$ cat config.mk
export PLATFORM = sky130hd
export DESIGN_NAME = hc112_seq_flat
export DESIGN_NICKNAME = d
export VERILOG_FILES = /design/src/rtl/hc112_seq_pkg.sv /design/src/rtl/hc112_seq_if.sv /design/src/rtl/hc112_rr_arb.sv /design/src/rtl/hc112_seq.sv /design/src/flat_wrapper.sv
export SDC_FILE = /design/constraint.sdc
export NUM_CORES = 1
export LEC_CHECK = 0
export CAP_MARGIN = 20
export CORE_MARGIN = 2
export CORE_UTILIZATION = 25
export DETAILED_ROUTE_END_ITERATION = 8
export PLACE_DENSITY = 0.57
export SYNTH_ARGS = -nofsm -noshare
export SYNTH_HDL_FRONTEND = slang
export SYNTH_SLANG_ARGS = --single-unit
$ cat constraint.sdc
create_clock -name CP -period 1.8 [get_ports CP]
set_clock_uncertainty 0.1 [all_clocks]
set_input_delay 0.36 -clock CP [delete_from_list [all_inputs] [get_ports CP]]
set_output_delay 0.36 -clock CP [all_outputs]
set_load 0.005 [all_outputs]
$ cat src/rtl/hc112_seq_pkg.sv
// Shared types and helpers for the hc112_seq dual JK flip-flop sequencer.
// Opcodes, FSM states, per-op drive patterns and the expected-Q model.
package hc112_seq_pkg;

   typedef enum logic [2:0] {
      OpNop  = 3'b000,
      OpClr  = 3'b001,
      OpSet  = 3'b010,
      OpTog  = 3'b011,
      OpLoad = 3'b100,
      OpRead = 3'b101,
      OpIll6 = 3'b110,
      OpIll7 = 3'b111
   } op_e;

   typedef enum logic [2:0] {
      StIdle,
      StSetup,
      StEdge,
      StHold,
      StSample,
      StDone
   } state_e;

   typedef struct packed {
      logic j1;
      logic k1;
      logic j2;
      logic k2;
      logic rd1n;
      logic rd2n;
      logic sd1n;
      logic sd2n;
   } drive_t;

   localparam drive_t DriveIdle = '{j1: 1'b0, k1: 1'b0, j2: 1'b0, k2: 1'b0,
                                    rd1n: 1'b1, rd2n: 1'b1, sd1n: 1'b1, sd2n: 1'b1};

   function automatic logic is_legal(op_e op);
      return (op != OpIll6) && (op != OpIll7);
   endfunction

   // Flip-flops that receive a CPN pulse; bit0 = FF1, bit1 = FF2.
   function automatic logic [1:0] op_mask(op_e op, logic [1:0] arg);
      unique case (op)
         OpNop, OpLoad:        return 2'b11;
         OpClr, OpSet, OpTog:  return arg;
         default:              return 2'b00;
      endcase
   endfunction

   function automatic drive_t op_drive(op_e op, logic [1:0] arg);
      drive_t d;
      d = DriveIdle;
      unique case (op)
         OpClr: begin
            d.rd1n = ~arg[0];
            d.rd2n = ~arg[1];
         end
         OpSet: begin
            d.sd1n = ~arg[0];
            d.sd2n = ~arg[1];
         end
         OpTog: begin
            d.j1 = arg[0];
            d.k1 = arg[0];
            d.j2 = arg[1];
            d.k2 = arg[1];
         end
         OpLoad: begin
            d.j1 = arg[0];
            d.k1 = ~arg[0];
            d.j2 = arg[1];
            d.k2 = ~arg[1];
         end
         default: ;
      endcase
      return d;
   endfunction

   function automatic logic [1:0] expected_q(op_e op, logic [1:0] arg, logic [1:0] q_pre);
      unique case (op)
         OpClr:   return q_pre & ~arg;
         OpSet:   return q_pre | arg;
         OpTog:   return q_pre ^ arg;
         OpLoad:  return arg;
         default: return q_pre;
      endcase
   endfunction

endpackage

$ cat src/rtl/hc112_seq_if.sv
// Requester handshake and flip-flop pin bundle for hc112_seq.
// master = requesters plus flip-flop outputs; slave = the sequencer.
interface hc112_seq_if;

   logic       REQ0;
   logic       REQ1;
   logic [2:0] OP0;
   logic [2:0] OP1;
   logic [1:0] ARG0;
   logic [1:0] ARG1;
   logic       ACK0;
   logic       ACK1;
   logic       ERR;
   logic [1:0] RDATA;
   logic       BUSY;
   logic       J1;
   logic       K1;
   logic       J2;
   logic       K2;
   logic       CPN1;
   logic       CPN2;
   logic       RD1N;
   logic       RD2N;
   logic       SD1N;
   logic       SD2N;
   logic       Q1;
   logic       Q2;

   modport master (
      output REQ0, REQ1, OP0, OP1, ARG0, ARG1, Q1, Q2,
      input  ACK0, ACK1, ERR, RDATA, BUSY,
      input  J1, K1, J2, K2, CPN1, CPN2, RD1N, RD2N, SD1N, SD2N
   );

   modport slave (
      input  REQ0, REQ1, OP0, OP1, ARG0, ARG1, Q1, Q2,
      output ACK0, ACK1, ERR, RDATA, BUSY,
      output J1, K1, J2, K2, CPN1, CPN2, RD1N, RD2N, SD1N, SD2N
   );

endinterface

$ cat src/rtl/hc112_rr_arb.sv
// Two-way round-robin arbiter; grants only while gnt_en_i is high.
// The last-grant pointer resets so that requester 0 wins the first tie.
module hc112_rr_arb (
   input  logic       clk_i,
   input  logic       rst_ni,
   input  logic [1:0] req_i,
   input  logic       gnt_en_i,
   output logic [1:0] gnt_o
);

   // 1 = requester 1 was granted last.
   logic last_q, last_d;

   always_comb begin
      gnt_o  = 2'b00;
      last_d = last_q;
      if (gnt_en_i) begin
         case (req_i)
            2'b01:   gnt_o = 2'b01;
            2'b10:   gnt_o = 2'b10;
            2'b11:   gnt_o = last_q ? 2'b01 : 2'b10;
            default: gnt_o = 2'b00;
         endcase
      end
      if (gnt_o != 2'b00) begin
         last_d = gnt_o[1];
      end
   end

   always_ff @(posedge clk_i or negedge rst_ni) begin
      if (!rst_ni) begin
         last_q <= 1'b1;
      end else begin
         last_q <= last_d;
      end
   end

endmodule

$ cat src/rtl/hc112_seq.sv
// Command sequencer for a dual JK flip-flop package shared by two requesters.
// Define HC112_SEQ_VERIFY_EN to flag ops whose read-back Q differs from the expected value.
module hc112_seq
   import hc112_seq_pkg::*;
#(
   parameter int unsigned SETUP_CYC = 1,
   parameter int unsigned PULSE_CYC = 1,
   parameter int unsigned HOLD_CYC  = 1
) (
   input  logic         CP,
   input  logic         RDN,
   hc112_seq_if.slave   bus
);

   localparam logic [3:0] SetupLd = 4'(SETUP_CYC - 1);
   localparam logic [3:0] PulseLd = 4'(PULSE_CYC - 1);
   localparam logic [3:0] HoldLd  = 4'(HOLD_CYC - 1);

   state_e     state_q, state_d;
   logic [3:0] cnt_q, cnt_d;
   op_e        op_q, op_d;
   logic [1:0] arg_q, arg_d;
   logic       owner_q, owner_d;
   drive_t     drive_q, drive_d;
   logic [1:0] cpn_q, cpn_d;
   logic [1:0] ack_q, ack_d;
   logic       err_q, err_d;
   logic [1:0] rdata_q, rdata_d;

   logic [1:0] gnt;
   logic [1:0] q_now;
   op_e        sel_op;
   logic [1:0] sel_arg;

`ifdef HC112_SEQ_VERIFY_EN
   logic [1:0] q_pre_q, q_pre_d;
`endif

   assign q_now   = {bus.Q2, bus.Q1};
   assign sel_op  = op_e'(gnt[1] ? bus.OP1 : bus.OP0);
   assign sel_arg = gnt[1] ? bus.ARG1 : bus.ARG0;

   hc112_rr_arb u_arb (
      .clk_i    (CP),
      .rst_ni   (RDN),
      .req_i    ({bus.REQ1, bus.REQ0}),
      .gnt_en_i (state_q == StIdle),
      .gnt_o    (gnt)
   );

   always_comb begin
      state_d = state_q;
      cnt_d   = cnt_q;
      op_d    = op_q;
      arg_d   = arg_q;
      owner_d = owner_q;
      drive_d = drive_q;
      cpn_d   = cpn_q;
      ack_d   = 2'b00;
      err_d   = 1'b0;
      rdata_d = rdata_q;
`ifdef HC112_SEQ_VERIFY_EN
      q_pre_d = q_pre_q;
`endif

      unique case (state_q)
         StIdle: begin
            if (gnt != 2'b00) begin
               owner_d = gnt[1];
               op_d    = sel_op;
               arg_d   = sel_arg;
               if (!is_legal(sel_op)) begin
                  state_d        = StDone;
                  ack_d[gnt[1]]  = 1'b1;
                  err_d          = 1'b1;
               end else if (sel_op == OpRead) begin
                  state_d = StSample;
               end else begin
                  state_d = StSetup;
                  cnt_d   = SetupLd;
                  drive_d = op_drive(sel_op, sel_arg);
`ifdef HC112_SEQ_VERIFY_EN
                  q_pre_d = q_now;
`endif
               end
            end
         end
         StSetup: begin
            if (cnt_q == 4'd0) begin
               state_d = StEdge;
               cnt_d   = PulseLd;
               cpn_d   = op_mask(op_q, arg_q);
            end else begin
               cnt_d = cnt_q - 4'd1;
            end
         end
         StEdge: begin
            if (cnt_q == 4'd0) begin
               state_d = StHold;
               cnt_d   = HoldLd;
               cpn_d   = 2'b00;
            end else begin
               cnt_d = cnt_q - 4'd1;
            end
         end
         StHold: begin
            if (cnt_q == 4'd0) begin
               state_d = StSample;
               drive_d = DriveIdle;
            end else begin
               cnt_d = cnt_q - 4'd1;
            end
         end
         StSample: begin
            state_d         = StDone;
            rdata_d         = q_now;
            ack_d[owner_q]  = 1'b1;
`ifdef HC112_SEQ_VERIFY_EN
            // READ never passed through SETUP, so it has no pre-op snapshot to compare.
            err_d = (op_q != OpRead) && (q_now != expected_q(op_q, arg_q, q_pre_q));
`endif
         end
         StDone: begin
            state_d = StIdle;
         end
         default: begin
            state_d = StIdle;
         end
      endcase
   end

   always_ff @(posedge CP or negedge RDN) begin
      if (!RDN) begin
         state_q <= StIdle;
         cnt_q   <= 4'd0;
         op_q    <= OpNop;
         arg_q   <= 2'b00;
         owner_q <= 1'b0;
         drive_q <= DriveIdle;
         cpn_q   <= 2'b00;
         ack_q   <= 2'b00;
         err_q   <= 1'b0;
         rdata_q <= 2'b00;
      end else begin
         state_q <= state_d;
         cnt_q   <= cnt_d;
         op_q    <= op_d;
         arg_q   <= arg_d;
         owner_q <= owner_d;
         drive_q <= drive_d;
         cpn_q   <= cpn_d;
         ack_q   <= ack_d;
         err_q   <= err_d;
         rdata_q <= rdata_d;
      end
   end

`ifdef HC112_SEQ_VERIFY_EN
   always_ff @(posedge CP or negedge RDN) begin
      if (!RDN) begin
         q_pre_q <= 2'b00;
      end else begin
         q_pre_q <= q_pre_d;
      end
   end
`endif

   assign bus.ACK0  = ack_q[0];
   assign bus.ACK1  = ack_q[1];
   assign bus.ERR   = err_q;
   assign bus.RDATA = rdata_q;
   assign bus.BUSY  = (state_q != StIdle);
   assign bus.J1    = drive_q.j1;
   assign bus.K1    = drive_q.k1;
   assign bus.J2    = drive_q.j2;
   assign bus.K2    = drive_q.k2;
   assign bus.RD1N  = drive_q.rd1n;
   assign bus.RD2N  = drive_q.rd2n;
   assign bus.SD1N  = drive_q.sd1n;
   assign bus.SD2N  = drive_q.sd2n;
   assign bus.CPN1  = cpn_q[0];
   assign bus.CPN2  = cpn_q[1];

endmodule

$ cat src/flat_wrapper.sv
// flat-port wrapper written by rule: the top's interface ports become plain ports
module hc112_seq_flat import hc112_seq_pkg::*;
#(
   parameter int unsigned SETUP_CYC = 1,
   parameter int unsigned PULSE_CYC = 1,
   parameter int unsigned HOLD_CYC  = 1
)
  (CP, RDN, bus_REQ0, bus_REQ1, bus_OP0, bus_OP1, bus_ARG0, bus_ARG1, bus_Q1, bus_Q2, bus_ACK0, bus_ACK1, bus_ERR, bus_RDATA, bus_BUSY, bus_J1, bus_K1, bus_J2, bus_K2, bus_CPN1, bus_CPN2, bus_RD1N, bus_RD2N, bus_SD1N, bus_SD2N);
  hc112_seq_if bus_i ();
  input  logic CP;
  input  logic RDN;
  input wire logic [$bits(bus_i.REQ0)-1:0] bus_REQ0;
  input wire logic [$bits(bus_i.REQ1)-1:0] bus_REQ1;
  input wire logic [$bits(bus_i.OP0)-1:0] bus_OP0;
  input wire logic [$bits(bus_i.OP1)-1:0] bus_OP1;
  input wire logic [$bits(bus_i.ARG0)-1:0] bus_ARG0;
  input wire logic [$bits(bus_i.ARG1)-1:0] bus_ARG1;
  input wire logic [$bits(bus_i.Q1)-1:0] bus_Q1;
  input wire logic [$bits(bus_i.Q2)-1:0] bus_Q2;
  output wire logic [$bits(bus_i.ACK0)-1:0] bus_ACK0;
  output wire logic [$bits(bus_i.ACK1)-1:0] bus_ACK1;
  output wire logic [$bits(bus_i.ERR)-1:0] bus_ERR;
  output wire logic [$bits(bus_i.RDATA)-1:0] bus_RDATA;
  output wire logic [$bits(bus_i.BUSY)-1:0] bus_BUSY;
  output wire logic [$bits(bus_i.J1)-1:0] bus_J1;
  output wire logic [$bits(bus_i.K1)-1:0] bus_K1;
  output wire logic [$bits(bus_i.J2)-1:0] bus_J2;
  output wire logic [$bits(bus_i.K2)-1:0] bus_K2;
  output wire logic [$bits(bus_i.CPN1)-1:0] bus_CPN1;
  output wire logic [$bits(bus_i.CPN2)-1:0] bus_CPN2;
  output wire logic [$bits(bus_i.RD1N)-1:0] bus_RD1N;
  output wire logic [$bits(bus_i.RD2N)-1:0] bus_RD2N;
  output wire logic [$bits(bus_i.SD1N)-1:0] bus_SD1N;
  output wire logic [$bits(bus_i.SD2N)-1:0] bus_SD2N;
  assign bus_i.REQ0 = bus_REQ0;
  assign bus_i.REQ1 = bus_REQ1;
  assign bus_i.OP0 = bus_OP0;
  assign bus_i.OP1 = bus_OP1;
  assign bus_i.ARG0 = bus_ARG0;
  assign bus_i.ARG1 = bus_ARG1;
  assign bus_i.Q1 = bus_Q1;
  assign bus_i.Q2 = bus_Q2;
  assign bus_ACK0 = bus_i.ACK0;
  assign bus_ACK1 = bus_i.ACK1;
  assign bus_ERR = bus_i.ERR;
  assign bus_RDATA = bus_i.RDATA;
  assign bus_BUSY = bus_i.BUSY;
  assign bus_J1 = bus_i.J1;
  assign bus_K1 = bus_i.K1;
  assign bus_J2 = bus_i.J2;
  assign bus_K2 = bus_i.K2;
  assign bus_CPN1 = bus_i.CPN1;
  assign bus_CPN2 = bus_i.CPN2;
  assign bus_RD1N = bus_i.RD1N;
  assign bus_RD2N = bus_i.RD2N;
  assign bus_SD1N = bus_i.SD1N;
  assign bus_SD2N = bus_i.SD2N;
  hc112_seq #(.SETUP_CYC(SETUP_CYC), .PULSE_CYC(PULSE_CYC), .HOLD_CYC(HOLD_CYC)) u_core (.CP(CP), .RDN(RDN), .bus(bus_i));
endmodule
==> metrics, run 1 <==
wire length of the first global-routing pass=7220 µm; setup-violating endpoint count in the final report=5; Period minus WS final=1.82 ns; max-cap viol count=0; worst hold slack after final layout=0.368 ns; highest-count cells in the layout ignoring fill and taps=sky130_fd_sc_hd__buf_4, sky130_fd_sc_hd__nand2_1, sky130_fd_sc_hd__clkdlybuf4s50_1; headroom to the max-slew limit=75.4%; maximum clock rate=0.548 GHz; count of H-tree levels built during CTS=2; number of buffers on the longest clock path=2; All-Layer GR Usage=12.4%; ratio of cells with drive above 1 in the final layout=33.1%; Syn Std Cell Area=0.00171 mm²; sequential cell fraction of total power=28.8%; min setup slack post-route=-0.0235 ns; placeable core area=0.00672 mm²; Synth Flop Type=sky130_fd_sc_hd__dfrtp_1; worst-margin pin slew=0.369 ns; Iter 0 DRT Violations=60; final weighted congestion in routability-driven placement=0.803; count of flip-flops with a built-in enable after synthesis=0; Static Leak=1.13 nW; flip-flop and latch count after synthesis=29; DRC Markers=0; distinct cell type count after synthesis=50; final hold viol count=0; setup repair after global routing missed its margin=yes; Post-DRT Antenna Nets=0; number of clock sinks=29; total CTS buffers=5; cells after synthesis=181; library cell with the largest summed area after synthesis=sky130_fd_sc_hd__dfrtp_1; DIE HEIGHT=86.7 µm; power per cell area=1600 mW/mm²; Max FO, Critical Path=5; count of placed standard cells including taps=322; part of the cycle the worst path needs=101%; Multi-input gate area=952 µm²; number of antenna violations at the first check in global routing=0; largest net degree at the start of global routing=30; clock edge transition at the registers on the reported setup and hold paths=0.07 ns; sw power=1.49 mW; syn avg cell area=9.45 µm²; total via count after detailed routing=1595; worst voltage drop across the vdd grid=0.526 mV; number of nets in the final layout=271; number of buffers inserted by port buffering=31; most common cell after layout, fill and taps aside=sky130_fd_sc_hd__buf_4; Die Outline Area=0.00752 mm²; top cells by area, synth=sky130_fd_sc_hd__dfrtp_1, sky130_fd_sc_hd__dfstp_2, sky130_fd_sc_hd__nand2_1; Net Count, Synth=199; area used by sequential logic in the layout=736 µm²; WS Path Type=register to register; GR Overflow Total=0; iteration count of the initial detailed-routing pass=4; cell internal power dissipation=2.62 mW; Critical Path Sink Type=register; fin cells=334; Antenna Diode Count=0; via/cell ratio=4.78; critical path data required time=1.90 ns; number of I/O pins=32; Sw Ratio=36.3%; Root Buffer Master=sky130_fd_sc_hd__clkbuf_8; failing checks=setup timing; clock group share of total power=17.1%; post-synthesis sequential area ratio=42.8%; status=finished, violations left; synthesis-to-layout area growth=50.4%; Detailed Route WL=4440 µm; Min-Delay Path Class=primary input to async pin; endpoint arrival time on the critical path=1.93 ns; type of element launching the critical path=register; Synthesis Warnings=0; Comb power frac=54.0%; number of standard-cell rows in the floorplan=30; TritonCTS clock tree=done; die width=86.7 µm; share of synthesized registers carrying an async set or reset=100%; Initial Utilization=25.5%; via count of the first global-routing pass=1547; fill cell count=685; Final Max Slew Viols=0; share of Yosys cell area claimed by the top area cell type=35.1%; total half-perimeter wirelength after legalization and detailed placement=3330 µm; detail-routed net length per standard cell=13.3 µm; Final Util=38.3%; clock network latency to the later pin of the worst-skew pair=0.28 ns
==> Yosys cell counts (2+ instances only) <==
master and count:
sky130_fd_sc_hd__mux2_2 3, sky130_fd_sc_hd__dfrtp_1 24, sky130_fd_sc_hd__a31oi_1 5, sky130_fd_sc_hd__mux2_4 5, sky130_fd_sc_hd__nand2b_1 4, sky130_fd_sc_hd__nor3_1 7, sky130_fd_sc_hd__o31ai_1 2, sky130_fd_sc_hd__a21oi_1 5
sky130_fd_sc_hd__nand2_1 31, sky130_fd_sc_hd__nor4b_1 2, sky130_fd_sc_hd__nor2_1 12, sky130_fd_sc_hd__mux2i_1 3, sky130_fd_sc_hd__a22o_1 2, sky130_fd_sc_hd__nor2b_1 5, sky130_fd_sc_hd__clkbuf_1 5, sky130_fd_sc_hd__dfstp_2 5
sky130_fd_sc_hd__nand3_1 3, sky130_fd_sc_hd__o2bb2ai_1 5, sky130_fd_sc_hd__o21ai_0 6, sky130_fd_sc_hd__o22ai_1 7, sky130_fd_sc_hd__and4b_1 2, sky130_fd_sc_hd__ha_1 2, sky130_fd_sc_hd__inv_1 6, sky130_fd_sc_hd__and3_1 2
sky130_fd_sc_hd__o211ai_1 3
==> worst max-delay path: stages, from the launching register on <==
cell and delay [ns]:
sky130_fd_sc_hd__dfrtp_2 0.43, sky130_fd_sc_hd__buf_4 0.15, sky130_fd_sc_hd__nor2_4 0.15, sky130_fd_sc_hd__nand4_4 0.14, sky130_fd_sc_hd__mux2_4 0.35, sky130_fd_sc_hd__nand2_4 0.12, sky130_fd_sc_hd__mux2_4 0.30
==> through the flow <==
step / power (mW) / setup TNS [ns] / worst slack, ns / area, µm²
6_report: 4.11 / -0.0833 / -0.0235 / 2570
5_1_grt: 4.42 / -0.865 / -0.0984 / 2570
4_1_cts: 4.07 / -0.0173 / -0.00749 / 2520
3_5_place_dp: 3.26 / -3.28 / -0.237 / 2360
3_3_place_gp: 3.23 / -3.20 / -0.214 / 2360
2_1_floorplan: 2.36 / 0 / 0.00347 / 1710
==> power by group through the flow <==
stage / clock network (mW) / logic [mW] / registers, mW
2_1_floorplan: 0 / 1.20 / 1.16
3_3_place_gp: 0 / 2.04 / 1.19
3_5_place_dp: 0 / 2.06 / 1.19
4_1_cts: 0.723 / 2.17 / 1.17
5_1_grt: 0.756 / 2.44 / 1.23
6_report: 0.704 / 2.22 / 1.19
==> cell type report <==
| cell class | count | area share [%] |
|---|---|---|
| clock buffer | 7 | 3.36 |
| clock inverter | 1 | 1.17 |
| inverter | 7 | 1.02 |
| multi-input combinational | 137 | 37.0 |
| sequential | 29 | 28.6 |
| tap | 80 | 3.89 |
| timing repair buffer | 73 | 25.0 |
==> registers in the layout, indices dropped and copies added, names as in the netlist <==
name                 flops
u_core.u_arb.last_q      1
u_core.bus.RD1N          1
u_core.op_q              3
u_core.owner_q           1
u_core.bus.J1            1
u_core.ack_q             2
u_core.bus.K1            1
u_core.cpn_q             2
u_core.bus.K2            1
u_core.cnt_q             4
u_core.state_q           3
u_core.bus.SD1N          1
u_core.arg_q             2
u_core.bus.RDATA         2
u_core.bus.ERR           1
u_core.bus.SD2N          1
u_core.bus.RD2N          1
u_core.bus.J2            1
==> timing repair <==
item / CTS / global route
setup endpoints to repair: 9 / 20
resized for setup: 6 / 14
setup buffers: 4 / 0
pin swaps: 3 / 4
hold buffers: 0 / 0
gates cloned: 0 / 0
==> logic make-up after synthesis <==
kind of cell    after synthesis  share of synthesized area (%)
flops                        29                           42.8
buf+inv                      15                           4.02
fa+ha+maj                     3                           2.05
simple gates                 79                           25.3
mux                          11                           8.12
compound gates               43                           17.2
xor+xnor                      1                          0.512
==> routing by layer <==
metal	share of wire, %	wire (µm)	GRT usage [%]	vias to the layer above
li1	-	-	-	798
met1	49	2180	16.9	745
met2	44	1950	18.4	42
met3	5.1	225	4.00	10
met4	2.1	94	4.83	0
met5	0	0	0	-
==> worst paths after layout <==
kind / endpoint / slack, ns / cells after the start / startpoint
min in group CP: u_core.u_arb.last_q / 0.37 / 2 / u_core.u_arb.last_q
max: u_core.bus.RD2N / -0.02 / 6 / u_core.state_q[0]
min: u_core.state_q[1] / 0.37 / 2 / RDN
max in group asynchronous: u_core.bus.SD2N / 0.91 / 2 / RDN
max reg2reg: u_core.bus.RD2N / -0.02 / 6 / u_core.state_q[0]
min reg2reg: u_core.u_arb.last_q / 0.37 / 2 / u_core.u_arb.last_q
Power figures use the tool's default switching activity.
==> inputs of run 2 (changes only) <==
PLACE_DENSITY = 0.55   (was 0.57)
clock period = 2 ns   (was 1.8 ns; I/O delays follow)
==> run 2 against run 1 <==
Effect of this change: worst hold slack worse by 0.011 ns; clock-buffer cell count unchanged; via count decreased by 5.1%; wire length decreased by 5.5%; setup slack gained 0.16 ns; combinational power down 15%; maximum frequency down 2.1%; final cell count down 3.6%; the run now ends clean; power is 14% lower; final area is 5.5% lower; critical path depth grew 2; register-to-register slack improved by 0.16 ns.
==> metrics, run 2 (same netlist as run 1, synthesis figures left out) <==
type of element launching the critical path=register; Comb power frac=52.8%; Detailed Route WL=4200 µm; worst-margin pin slew=0.392 ns; clock edge transition at the registers on the reported setup and hold paths=0.06 ns; ratio of cells with drive above 1 in the final layout=26.4%; cell internal power dissipation=2.27 mW; via/cell ratio=4.70; register with the highest flop count=u_core.cnt_q; most common cell after layout, fill and taps aside=sky130_fd_sc_hd__nand2_1; total CTS buffers=5; maximum clock rate=0.537 GHz; final weighted congestion in routability-driven placement=0.793; clock group share of total power=17.8%; DIE HEIGHT=86.7 µm; Initial Utilization=25.5%; Max FO, Critical Path=6; worst hold slack after final layout=0.357 ns; Critical Path Sink Type=register; setup repair after global routing missed its margin=no; GR Overflow Total=0; Placed Instance Area=0.00226 mm²; endpoint arrival time on the critical path=1.92 ns; synthesis-to-layout area growth=42.1%; number of I/O pins=32; largest net degree at the start of global routing=30; setup-violating endpoint count in the final report=0; count of placed standard cells including taps=308; Iter 0 DRT Violations=142; startpoint of the worst hold path=u_core.u_arb.last_q; power per cell area=1460 mW/mm²; die width=86.7 µm; Min-Delay Path Class=register to register; final sum of negative setup slack=0 ns; number of antenna violations at the first check in global routing=0; DRC Markers=0; max-cap viol count=0; total via count after detailed routing=1514; launching point of the worst reg2reg path=u_core.cnt_q[0]; critical path launch point=u_core.cnt_q[0]; All-Layer GR Usage=12.3%; Multi-input gate area=915 µm²; wire length of the first global-routing pass=7180 µm; placeable core area=0.00672 mm²; Sw Ratio=36.0%; area used by sequential logic in the layout=736 µm²; Root Buffer Master=sky130_fd_sc_hd__clkbuf_8; total half-perimeter wirelength after legalization and detailed placement=3190 µm; clock network latency to the later pin of the worst-skew pair=0.28 ns; Antenna Diode Count=0; final hold viol count=0; Tot Pwr=3.55 mW; number of standard-cell rows in the floorplan=30; worst voltage drop across the vdd grid=0.633 mV; sw power=1.28 mW; leading registers by flop count=u_core.cnt_q: 4 flops, u_core.op_q: 3 flops, u_core.state_q: 3 flops; highest-count cells in the layout ignoring fill and taps=sky130_fd_sc_hd__nand2_1, sky130_fd_sc_hd__clkdlybuf4s50_1, sky130_fd_sc_hd__buf_4; Period minus WS final=1.86 ns; fin cells=322; number of buffers inserted by port buffering=31; Die Outline Area=0.00752 mm²; Final Max Slew Viols=0; via count of the first global-routing pass=1434; iteration count of the initial detailed-routing pass=4; detail-routed net length per standard cell=13.0 µm; critical path data required time=2.05 ns; number of clock sinks=29; sequential cell fraction of total power=29.3%; number of buffers on the longest clock path=2; fill cell count=672; number of nets in the final layout=259; TritonCTS clock tree=done; part of the cycle the worst path needs=93.1%; count of H-tree levels built during CTS=2; Static Leak=1.07 nW; status=finished clean; post-route cell area=0.00243 mm²; number of flip-flops in the largest register=4; Post-DRT Antenna Nets=0; headroom to the max-slew limit=73.6%; WS Path Type=register to register
==> run 2: cell count changes in the layout (fill, tap and decap cells not counted), moves of 2 or more <==
| cell | previous run | this run |
|---|---|---|
| sky130_fd_sc_hd__buf_4 | 40 | 30 |
| sky130_fd_sc_hd__buf_6 | 2 | 0 |
| sky130_fd_sc_hd__clkdlybuf4s50_1 | 26 | 30 |
| sky130_fd_sc_hd__dlymetal6s2s_1 | 4 | 1 |
| sky130_fd_sc_hd__inv_1 | 4 | 6 |
| sky130_fd_sc_hd__inv_2 | 3 | 1 |
| sky130_fd_sc_hd__nor3_1 | 4 | 6 |
| sky130_fd_sc_hd__nor3_2 | 3 | 1 |
==> run 2: per-stage QoR <==
stage                     util (%)  worst slack (ns)
final                         36.2             0.138
after global routing          36.2           0.00527
after CTS                     35.7           0.00715
after detailed placement      33.6           -0.0974
after global placement        33.6           -0.0691
after floorplan                  -             0.203
==> run 2: worst max-delay path: stages, from the launching register on <==
cell	delay, ns
sky130_fd_sc_hd__dfrtp_1	0.38
sky130_fd_sc_hd__inv_1	0.12
sky130_fd_sc_hd__ha_1	0.18
sky130_fd_sc_hd__nor3b_2	0.19
sky130_fd_sc_hd__nand3_1	0.16
sky130_fd_sc_hd__a21oi_2	0.22
sky130_fd_sc_hd__nand2_4	0.11
sky130_fd_sc_hd__buf_4	0.16
sky130_fd_sc_hd__o2bb2ai_1	0.12
==> run 2: layout make-up <==
cell class	instances	share of cell area (%)
flip-flops and latches	29	30.3
clock inverters	1	1.24
clock buffers	7	3.55
well taps	80	4.12
repair buffers	61	22.1
inverters	7	1.08
multi-input cells	137	37.6
==> run 2: per-layer routing <==
layer / up-vias / track usage [%] / wire [µm]
met1: 705 / 17.8 / 2160
met4: 0 / 4.26 / 55
met5: - / 0 / 0
met2: 29 / 18.0 / 1800
met3: 7 / 2.67 / 180
li1: 773 / - / -
==> run 2: what timing repair did <==
item | 4_1_cts | 5_1_grt
hold buffers | 0 | 0
gates resized for setup | 3 | 2
pin swaps | 1 | 0
endpoints found under the hold margin | 0 | 0
endpoints found under the setup margin | 1 | 3
buffers inserted | 3 | 3
==> run 2: final timing paths <==
| check | end | depth (start not counted) | slack [ns] |
|---|---|---|---|
| max in group asynchronous | u_core.bus.SD2N | 2 | 1.07 |
| worst max register to register | u_core.bus.J1 | 8 | 0.14 |
| worst min-delay path | u_core.u_arb.last_q | 2 | 0.36 |
| worst min register to register | u_core.u_arb.last_q | 2 | 0.36 |
| min in group asynchronous | u_core.bus.RDATA[1] | 2 | 0.41 |
| worst max-delay path | u_core.bus.J1 | 8 | 0.14 |
==> run 2: power by group through the flow <==
stage	Clock [mW]	Sequential, mW	Combinational, mW
floorplan	0	1.04	1.08
detailed placement	0	1.09	1.75
CTS	0.646	1.06	1.83
finish	0.633	1.04	1.88
global placement	0	1.09	1.75
global route	0.692	1.07	2.08
